### src/rtl/cpu_defs.sv
// Definitions shared by the phase sequencer and the combinational control decoder:
// sequencer state encoding, the idle phase value and the HLT opcode fields.
package cpu_defs;

  typedef enum logic [1:0] {
    ST_STOP   = 2'd0,
    ST_RUN    = 2'd1,
    ST_STEP   = 2'd2,
    ST_HALTED = 2'd3
  } seq_state_t;

  localparam logic [2:0] PHASE_IDLE = 3'd0;
  localparam logic [1:0] OP_ALU     = 2'b11;
  localparam logic [3:0] ALU_HLT    = 4'b1111;

  function automatic logic is_hlt(input logic [15:0] instr);
    return (instr[15:14] == OP_ALU) && (instr[7:4] == ALU_HLT);
  endfunction

endpackage

### src/rtl/phase_sequencer_if.sv
// Board-side bundle of the phase sequencer: front-panel controls and IR in,
// phase and status out.
interface phase_sequencer_if #(
  parameter int CNT_W = 16
);
  logic             exec_btn;
  logic             step_btn;
  logic             step_mode;
  logic [15:0]      instruction;
  logic [2:0]       phase;
  logic             running;
  logic             halted;
  logic             fetch_start;
  logic             instr_done;
  logic [CNT_W-1:0] instr_count;

  modport master (
    output exec_btn, step_btn, step_mode, instruction,
    input  phase, running, halted, fetch_start, instr_done, instr_count
  );

  modport slave (
    input  exec_btn, step_btn, step_mode, instruction,
    output phase, running, halted, fetch_start, instr_done, instr_count
  );
endinterface

### src/rtl/phase_sequencer_btn_sync.sv
// Two-flop synchronizer plus rising-edge detector: a held button yields a
// single one-cycle pulse.
module btn_sync (
  input  logic clk,
  input  logic rst_n,
  input  logic btn,
  output logic pulse
);
  logic meta_r;
  logic sync_r;
  logic prev_r;

  // synchronizer chain and edge-history flop
  always_ff @(posedge clk or negedge rst_n) begin
    if (!rst_n) begin
      meta_r <= 1'b0;
      sync_r <= 1'b0;
      prev_r <= 1'b0;
    end else begin
      meta_r <= btn;
      sync_r <= meta_r;
      prev_r <= sync_r;
    end
  end

  assign pulse = sync_r & ~prev_r;
endmodule

### src/rtl/phase_sequencer.sv
// Instruction phase sequencer: run/stop, single-step and HLT-halt control
// from two front-panel buttons, plus a retired-instruction counter.
module phase_sequencer
  import cpu_defs::*;
#(
  parameter int NUM_PHASES = 5,
  parameter int CNT_W      = 16
) (
  input logic              clk,
  input logic              rst_n,
  phase_sequencer_if.slave bus
);
  localparam logic [2:0]       LAST_PHASE = 3'(NUM_PHASES);
  localparam logic [2:0]       FIRST_PHASE = 3'd1;
  localparam logic [CNT_W-1:0] CNT_ONE = {{(CNT_W-1){1'b0}}, 1'b1};

  seq_state_t       state_r, state_nxt;
  logic [2:0]       phase_r, phase_nxt;
  logic             stop_req_r, stop_req_nxt;
  logic             halted_r, halted_nxt;
  logic [CNT_W-1:0] count_r, count_nxt;
  logic             running_r, fetch_start_r, instr_done_r;

  logic exec_p_s;
  logic step_p_s;
  logic exec_go_s;
  logic at_end_s;
  logic hlt_s;

  btn_sync u_exec_sync (.clk(clk), .rst_n(rst_n), .btn(bus.exec_btn), .pulse(exec_p_s));
  btn_sync u_step_sync (.clk(clk), .rst_n(rst_n), .btn(bus.step_btn), .pulse(step_p_s));

  assign exec_go_s = exec_p_s & ~bus.step_mode;
  assign at_end_s  = (phase_r == LAST_PHASE);
  assign hlt_s     = at_end_s & is_hlt(bus.instruction);

  // next-state, next-phase, stop request, halt flag and retire counter
  always_comb begin
    state_nxt    = state_r;
    phase_nxt    = phase_r;
    stop_req_nxt = stop_req_r;
    halted_nxt   = halted_r;
    count_nxt    = count_r;
    case (state_r)
      ST_STOP, ST_HALTED: begin
        if (exec_go_s) begin
          state_nxt  = ST_RUN;
          phase_nxt  = FIRST_PHASE;
          halted_nxt = 1'b0;
        end else if (step_p_s) begin
          state_nxt  = ST_STEP;
          phase_nxt  = FIRST_PHASE;
          halted_nxt = 1'b0;
        end else begin
          phase_nxt = PHASE_IDLE;
        end
      end
      ST_RUN: begin
        if (at_end_s) begin
          count_nxt = count_r + CNT_ONE;
          // HLT outranks a pending stop; both retire the current instruction
          if (hlt_s) begin
            state_nxt    = ST_HALTED;
            phase_nxt    = PHASE_IDLE;
            halted_nxt   = 1'b1;
            stop_req_nxt = 1'b0;
          end else if (stop_req_r) begin
            state_nxt    = ST_STOP;
            phase_nxt    = PHASE_IDLE;
            stop_req_nxt = 1'b0;
          end else begin
            phase_nxt    = FIRST_PHASE;
            stop_req_nxt = exec_go_s;
          end
        end else begin
          phase_nxt    = phase_r + 3'd1;
          stop_req_nxt = stop_req_r | exec_go_s;
        end
      end
      ST_STEP: begin
        if (at_end_s) begin
          count_nxt = count_r + CNT_ONE;
          phase_nxt = PHASE_IDLE;
          if (hlt_s) begin
            state_nxt  = ST_HALTED;
            halted_nxt = 1'b1;
          end else begin
            state_nxt = ST_STOP;
          end
        end else begin
          phase_nxt = phase_r + 3'd1;
        end
      end
      default: begin
        state_nxt    = ST_STOP;
        phase_nxt    = PHASE_IDLE;
        stop_req_nxt = 1'b0;
      end
    endcase
  end

  // state and registered outputs, decoded from the next values so they align with phase
  always_ff @(posedge clk or negedge rst_n) begin
    if (!rst_n) begin
      state_r       <= ST_STOP;
      phase_r       <= PHASE_IDLE;
      stop_req_r    <= 1'b0;
      halted_r      <= 1'b0;
      count_r       <= {CNT_W{1'b0}};
      running_r     <= 1'b0;
      fetch_start_r <= 1'b0;
      instr_done_r  <= 1'b0;
    end else begin
      state_r       <= state_nxt;
      phase_r       <= phase_nxt;
      stop_req_r    <= stop_req_nxt;
      halted_r      <= halted_nxt;
      count_r       <= count_nxt;
      running_r     <= (state_nxt == ST_RUN) || (state_nxt == ST_STEP);
      fetch_start_r <= (phase_nxt == FIRST_PHASE);
      instr_done_r  <= (phase_nxt == LAST_PHASE);
    end
  end

  assign bus.phase       = phase_r;
  assign bus.running     = running_r;
  assign bus.halted      = halted_r;
  assign bus.fetch_start = fetch_start_r;
  assign bus.instr_done  = instr_done_r;
  assign bus.instr_count = count_r;
endmodule

### src/flat_wrapper.sv
// flat-port wrapper written by rule: the top's interface ports become plain ports
module phase_sequencer_flat import cpu_defs::*;
#(
  parameter int NUM_PHASES = 5,
  parameter int CNT_W      = 16
)
  (clk, rst_n, bus_exec_btn, bus_step_btn, bus_step_mode, bus_instruction, bus_phase, bus_running, bus_halted, bus_fetch_start, bus_instr_done, bus_instr_count);
  phase_sequencer_if #(.CNT_W(CNT_W)) bus_i ();
  input logic clk;
  input logic rst_n;
  input wire logic [$bits(bus_i.exec_btn)-1:0] bus_exec_btn;
  input wire logic [$bits(bus_i.step_btn)-1:0] bus_step_btn;
  input wire logic [$bits(bus_i.step_mode)-1:0] bus_step_mode;
  input wire logic [$bits(bus_i.instruction)-1:0] bus_instruction;
  output wire logic [$bits(bus_i.phase)-1:0] bus_phase;
  output wire logic [$bits(bus_i.running)-1:0] bus_running;
  output wire logic [$bits(bus_i.halted)-1:0] bus_halted;
  output wire logic [$bits(bus_i.fetch_start)-1:0] bus_fetch_start;
  output wire logic [$bits(bus_i.instr_done)-1:0] bus_instr_done;
  output wire logic [$bits(bus_i.instr_count)-1:0] bus_instr_count;
  assign bus_i.exec_btn = bus_exec_btn;
  assign bus_i.step_btn = bus_step_btn;
  assign bus_i.step_mode = bus_step_mode;
  assign bus_i.instruction = bus_instruction;
  assign bus_phase = bus_i.phase;
  assign bus_running = bus_i.running;
  assign bus_halted = bus_i.halted;
  assign bus_fetch_start = bus_i.fetch_start;
  assign bus_instr_done = bus_i.instr_done;
  assign bus_instr_count = bus_i.instr_count;
  phase_sequencer #(.NUM_PHASES(NUM_PHASES), .CNT_W(CNT_W)) u_core (.clk(clk), .rst_n(rst_n), .bus(bus_i));
endmodule
### config.mk
export PLATFORM = sky130hd
export DESIGN_NAME = phase_sequencer_flat
export DESIGN_NICKNAME = d
export VERILOG_FILES = /design/src/rtl/cpu_defs.sv /design/src/rtl/phase_sequencer_if.sv /design/src/rtl/phase_sequencer_btn_sync.sv /design/src/rtl/phase_sequencer.sv /design/src/flat_wrapper.sv
export SDC_FILE = /design/constraint.sdc
export NUM_CORES = 1
export LEC_CHECK = 0
export BUFFER_PORTS_ARGS = -buffer_cell sky130_fd_sc_hd__buf_2
export CAP_MARGIN = 20
export CORE_ASPECT_RATIO = 2
export CORE_UTILIZATION = 45
export DETAILED_ROUTE_END_ITERATION = 10
export PLACE_DENSITY_LB_ADDON = 0.08
export REMOVE_ABC_BUFFERS = 1
export SLEW_MARGIN = 10
export SYNTH_ARGS = -nofsm -noshare
export SYNTH_HDL_FRONTEND = slang
export SYNTH_SLANG_ARGS = --single-unit
export TNS_END_PERCENT = 5
### constraint.sdc
create_clock -name clk -period 3.6 [get_ports clk]
set_clock_uncertainty 0.2 [all_clocks]
set_input_delay 0.18 -clock clk [delete_from_list [all_inputs] [get_ports clk]]
set_output_delay 0.18 -clock clk [all_outputs]
set_load 0.01 [all_outputs]
# [Word level (Yosys, flattened, before mapping)]
# Cells that the tools add are included.
[word_totals] ff_bits=32 mem_bits_rw=0 n_memories=0 latchBits=0 mem_bits_ro=0
[classes] add_sub_neg=2 mul=0 shifts=0 n_reduce_logical=7 muxes=23 div_mod_pow=0 n_bitwise=8 eq_ne=13 magnitude_cmp=0
[op_table] op="16-bit by 1-bit adder with 16-bit output, second input constant" count=1
[op_table] op="2-bit 2-to-1 mux" count=7
[op_table] op="3-bit 2-to-1 mux" count=4
[op_table] op="1-bit 2-to-1 mux" count=9
[op_table] op="3-bit one-hot mux with 3 select lines" count=1
[op_table] op="2-bit == test, second input constant" count=4
[op_table] op="3-bit == test, second input constant" count=2
[op_table] op="2-bit one-hot mux with 3 select lines" count=1
[op_table] op="1-bit bitwise AND" count=4
[op_table] op="2-bit by 1-bit == test with 1-bit output, second input constant" count=2
[op_table] op="4-bit == test, second input constant" count=1
[op_table] op="2-bit by 1-bit != test with 1-bit output, second input constant" count=2
[op_table] op="2-bit OR reduction" count=2
[op_table] op="3-bit by 1-bit adder with 3-bit output, second input constant" count=1
[op_table] op="3-bit by 1-bit == test with 1-bit output, second input constant" count=1
[op_table] op="3-bit by 1-bit != test with 1-bit output, second input constant" count=1
[op_table] op="1-bit inverter" count=3
[op_table] op="3-bit AND reduction" count=1
[op_table] op="2-bit zero test" count=1
[op_table] op="1-bit one-hot mux with 2 select lines" count=1
[op_table] op="2-bit AND reduction" count=1
[op_table] op="1-bit logical AND" count=1
[op_table] op="1-bit logical OR" count=1
[op_table] op="1-bit OR" count=1

# [Depth between registers and ports, before layout]
[depth] ltp_word=8 mapped_depth=7

# [Cells and area by module]
# Synthesis repeated with hierarchy kept, for this count alone.
[hier_totals] cells_unflattened=116 hier_area_um2=1412.6
[modules_own_cells] module="phase_sequencer" area_per_inst_um2=1234.9 cells_each=108 seq_area_each_um2=650.6 n_inst=1
[modules_own_cells] module="btn_sync" area_per_inst_um2=88.8 cells_each=4 seq_area_each_um2=75.1 n_inst=2

# [Least setup slack after synthesis]
# No wires, ideal clock.
[synth_path] kind="register -> register" from="register u_core.state_r[0]" to="register u_core.count_r[12], in the netlist u_core.bus.instr_count[12]" setup_ps=127 path_slack_ps=1597 stages_incl_launch_ff=8 synth_period_minus_slack_ps=2003 t_required_ps=3273 arrival_time_ps=1676 cell_sequence="dfrtp_1 -> inv_1 -> ha_1 -> and4bb_4 -> nand4_1 -> nor2_1 -> nand3_1 -> xnor2_1"
[synth_via] elab_chain_cells=3 elab_cells_between_ends=4 cone_classes="eq/ne (2); reduce/logical (2)"
[synth_rtl] item="from (decl)" line="phase_sequencer.sv:17" rtl="seq_state_t state_r, state_nxt;"
[synth_rtl] item="from (signal assigned)" line="phase_sequencer.sv:114" rtl="state_r <= state_nxt;"
[synth_rtl] item="2-bit by 1-bit == test with 1-bit output / 2-bit == test (equally long branches)" line="phase_sequencer.sv:44" rtl="case (state_r)"
[synth_rtl] item="2-bit OR reduction (no line) (*)"
[synth_rtl] item="2-bit AND reduction (no line) (*)"
[synth_rtl] item="to (signal assigned)" line="phase_sequencer.sv:109" rtl="count_r <= {CNT_W{1'b0}};"
[synth_rtl] item="to (signal assigned)" line="phase_sequencer.sv:118" rtl="count_r <= count_nxt;"
[synth_rtl] item="to (decl)" line="phase_sequencer.sv:21" rtl="logic [CNT_W-1:0] count_r, count_nxt;"
# Every way passes the cells marked *; elsewhere a longest branch is shown, timed or not.
# A chain may end at the register's enable or synchronous reset.

# [Worst setup path after layout]
# Ends and elaborated chain as after synthesis.

==> impl_metrics.yaml <==
yosys:
  synth.cell_area_um2: 1410
  synthFlopType: "dfrtp_1"
  synth_mux_area_frac: 0.00801
  syn_inst: 123
  synth_area_per_cell_um2: 11.4
  synthAdderAreaFrac: 0.0267
  async_reset_ff_frac: 1.00
  synth_top_family_by_area: "simple AND/OR/NAND/NOR gates"
  yosys.area_share.simple: 0.208
  ys_seq_area_frac: 0.570
  synth-seq-cells: 32
  synth_cell_type_count: 32
  yosysWarnings: 0
  synth_edf_count: 0
  synth_compound_area_frac: 0.0739
  synthXorXnorAreaFrac: 0.0997
sta:
  relSlewSlack: 0.536
  hold_viol: 0
  max_freq_mhz: 448
  timing.final.crit_share: 0.620
  setup_violations: 0
  hold_ws_ps: 81.1
  finalSetupTns_ps: 0
  rsz0062_at_grt: "false"
  maxSlewViolCount: 0
  post-route-min-period_ps: 2230
  worst_slew_pin_slew_ps: 696
power:
  p_int_mw: 0.657
  pwr-share-seq: 0.463
  pwr-share-clk: 0.244
  p_leak_nw: 0.875
  p_per_area_nw_per_um2: 572
  p_comb_frac: 0.293
  p_switching_mw: 0.320
  switching_share: 0.327
  ir_worst_vdd_uv: 370
cts:
  clk_pin_slew_worst_paths_ps: 60
  cts.path.max_buffers: 2
  cts_root_buffer: "clkbuf_8"
  insertion_delay_ps: 270
  ctsHtreeMaxLevel: 2
  cts_buffers: 5
  clkSinkCount: 32
  cts_tree: "done"
setup_path:
  cp.depth: 7
  slowest_delay_ps: 400
  startpoint: "u_core.state_r[0]"
  arrival_ps: 2190
  crit_buf_inv: 1
  r2r_end: "u_core.bus.instr_count[12]"
  cp_top_family: "simple AND/OR/NAND/NOR gates"
  cp_data_required_time_ps: 3560
  end_kind: "register"
  reg2reg_slack_ps: 1370
  crit_path_end: "u_core.bus.instr_count[12]"
  r2r-start: "u_core.state_r[0]"
  start_kind: "register"
  critical_path_peak_fanout: 7
  path_class: "register to register"
  critical-path-slowest-cell: "dfrtp_1"
  reg2regPathDepth: 7
  path_cells: "inv_1 > ha_1 > and4bb_4 > nand4_1 > nor2_1 > nand3_1 > xnor2_1"
grt:
  grt_antenna_before_repair: 0
  grt_pass1_vias: 1083
  grt_pass1_wl_mm: 4.64
  grt.total_usage: 0.185
  overflow: 0
  grt_max_degree: 33
floorplan:
  row_count: 28
  initial_core_util: 0.472
  ios: 44
  die_h_um: 81.0
  chipWidth_um: 41.5
  die_area_um2: 3360
  fp.coreArea_um2: 2980
placement:
  dpl_cell_area_um2: 1610
  io_buffers: 33
  gp_congestion: 0.785
  hpwlAfterDp_mm: 2.04
run_status:
  status: "finished, final reports clean"
cells_and_area:
  design_area_um2: 1710
  layout.nets: 190
  drive_gt1_frac: 0.287
  syn_to_final_growth_pct: 21.5
  diodes: 0
job:
  maxCapViolCount: 0
detailed_routing:
  via_per_inst: 5.43
  vias: 1053
  drt_iter0_drc: 9
  dr.pass1.iters: 4
  wirelength_mm: 2.75
  route.detailed.drc: 0
  ant_nets: 0
  wl_per_cell_um: 14.2
hold_path:
  hp-class: "primary input to register"
stage by stage:
| stage | worst slack, ps | power, mW | utilization | instances |
|---|---|---|---|---|
| global route | 1220 | 1.04 | 0.573 | 194 |
| detailed placement | 1360 | 0.746 | 0.540 | 186 |
| floorplan | 1600 | 0.652 | - | 123 |
| finish | 1370 | 0.976 | 0.573 | 194 |
| CTS | 1340 | 0.993 | 0.573 | 194 |
| global placement | 1380 | 0.737 | 0.540 | 186 |
how the worst min path moves through the flow:
stage                   from                      to  slack [ps]  depth (start not counted)
2_1_floorplan          rst_n  u_core.bus.fetch_start        -320                          0
3_3_place_gp           rst_n       u_core.bus.halted          50                          1
3_5_place_dp           rst_n       u_core.bus.halted          60                          1
4_1_cts        bus_step_mode       u_core.bus.halted          70                          4
5_1_grt        bus_step_mode       u_core.bus.halted         110                          4
6_report       bus_step_mode       u_core.bus.halted          80                          4
cell families after synthesis:
logic type      after synthesis
simple gates                 49
flops                        32
compound gates               17
xor+xnor                     16
buf+inv                       5
fa+ha+maj                     3
mux                           1
routing by layer:
metal  global-route usage  up-vias  wire length, µm
li1                     -      511                -
met1                0.180      506              987
met2                0.338       29             1570
met3               0.0489        7              118
met4                0.116        0               79
met5                    0        -                0
repair_timing:
item,CTS,global route
endpoints found under the hold margin,34,0
setup buffers,0,0
gates resized for setup,0,0
hold buffers,3,0
Yosys cell counts (all sizes together) (2+ instances only):
master,instances,share of area
inv,5,0.013
xnor2,10,0.062
nand2b,2,0.0089
nor3,5,0.025
xor2,6,0.037
ha,3,0.027
nand3,4,0.014
nor2,10,0.027
and3,2,0.012
nand4,6,0.037
a21oi,6,0.021
o21ai,4,0.014
nand2,12,0.032
a211oi,2,0.011
dfrtp,32,0.57
placed cells by master, fill, tap and decap left out:
cell | synthesis | routed
a211oi_1 | 2 | 2
a21oi_1 | 6 | 6
a2bb2oi_1 | 1 | 1
and2_1 | 1 | 1
and3_1 | 1 | 1
and3_4 | 1 | 1
and3b_2 | 1 | 1
and4_1 | 1 | 1
and4bb_4 | 1 | 1
buf_2 | 0 | 33
clkbuf_8 | 0 | 5
dfrtp_1 | 32 | 32
dlygate4sd3_1 | 0 | 3
ha_1 | 3 | 3
inv_1 | 5 | 5
mux2_2 | 1 | 1
nand2_1 | 12 | 12
nand2b_1 | 2 | 2
nand3_1 | 4 | 4
nand3b_1 | 1 | 1
nand4_1 | 5 | 5
nand4_4 | 1 | 1
nor2_1 | 10 | 10
nor2b_1 | 1 | 1
nor3_1 | 3 | 3
nor3_2 | 2 | 2
o2111ai_1 | 1 | 1
o21a_1 | 1 | 1
o21ai_0 | 4 | 4
o22ai_1 | 1 | 1
o31ai_1 | 1 | 1
or2_2 | 1 | 1
or3b_4 | 1 | 1
xnor2_1 | 10 | 10
xor2_1 | 6 | 6
registers in the layout (all words and copies together), names as in the netlist:
signal	cells
u_core.bus.instr_done	1
u_core.u_step_sync.meta_r	1
u_core.bus.running	1
u_core.u_step_sync.sync_r	1
u_core.bus.halted	1
u_core.state_r	2
u_core.u_exec_sync.meta_r	1
u_core.stop_req_r	1
u_core.bus.instr_count	16
u_core.u_exec_sync.prev_r	1
u_core.u_exec_sync.sync_r	1
u_core.bus.phase	3
u_core.bus.fetch_start	1
u_core.u_step_sync.prev_r	1
worst reg2reg max path: cells and delay by family (launching register included):
kind	cells	cell delay, ps
flops	1	400
xor+xnor	1	130
buf+inv	1	60
simple gates	4	940
fa+ha+maj	1	380
cell type report:
type,count,area (µm²)
fillers,267,1270
flip-flops and latches,32,801
multi-input cells,86,586
repair buffers,36,195
clock buffers,5,68.8
well taps,30,37.5
inverters,5,18.8
power groups by stage:
stage / clock (mW) / combinational, mW / sequential [mW]
3_5_place_dp: 0 / 0.286 / 0.460
4_1_cts: 0.249 / 0.290 / 0.453
3_3_place_gp: 0 / 0.281 / 0.456
2_1_floorplan: 0 / 0.183 / 0.469
5_1_grt: 0.263 / 0.323 / 0.458
6_report: 0.238 / 0.286 / 0.452
(Power assumes the default switching activity.)
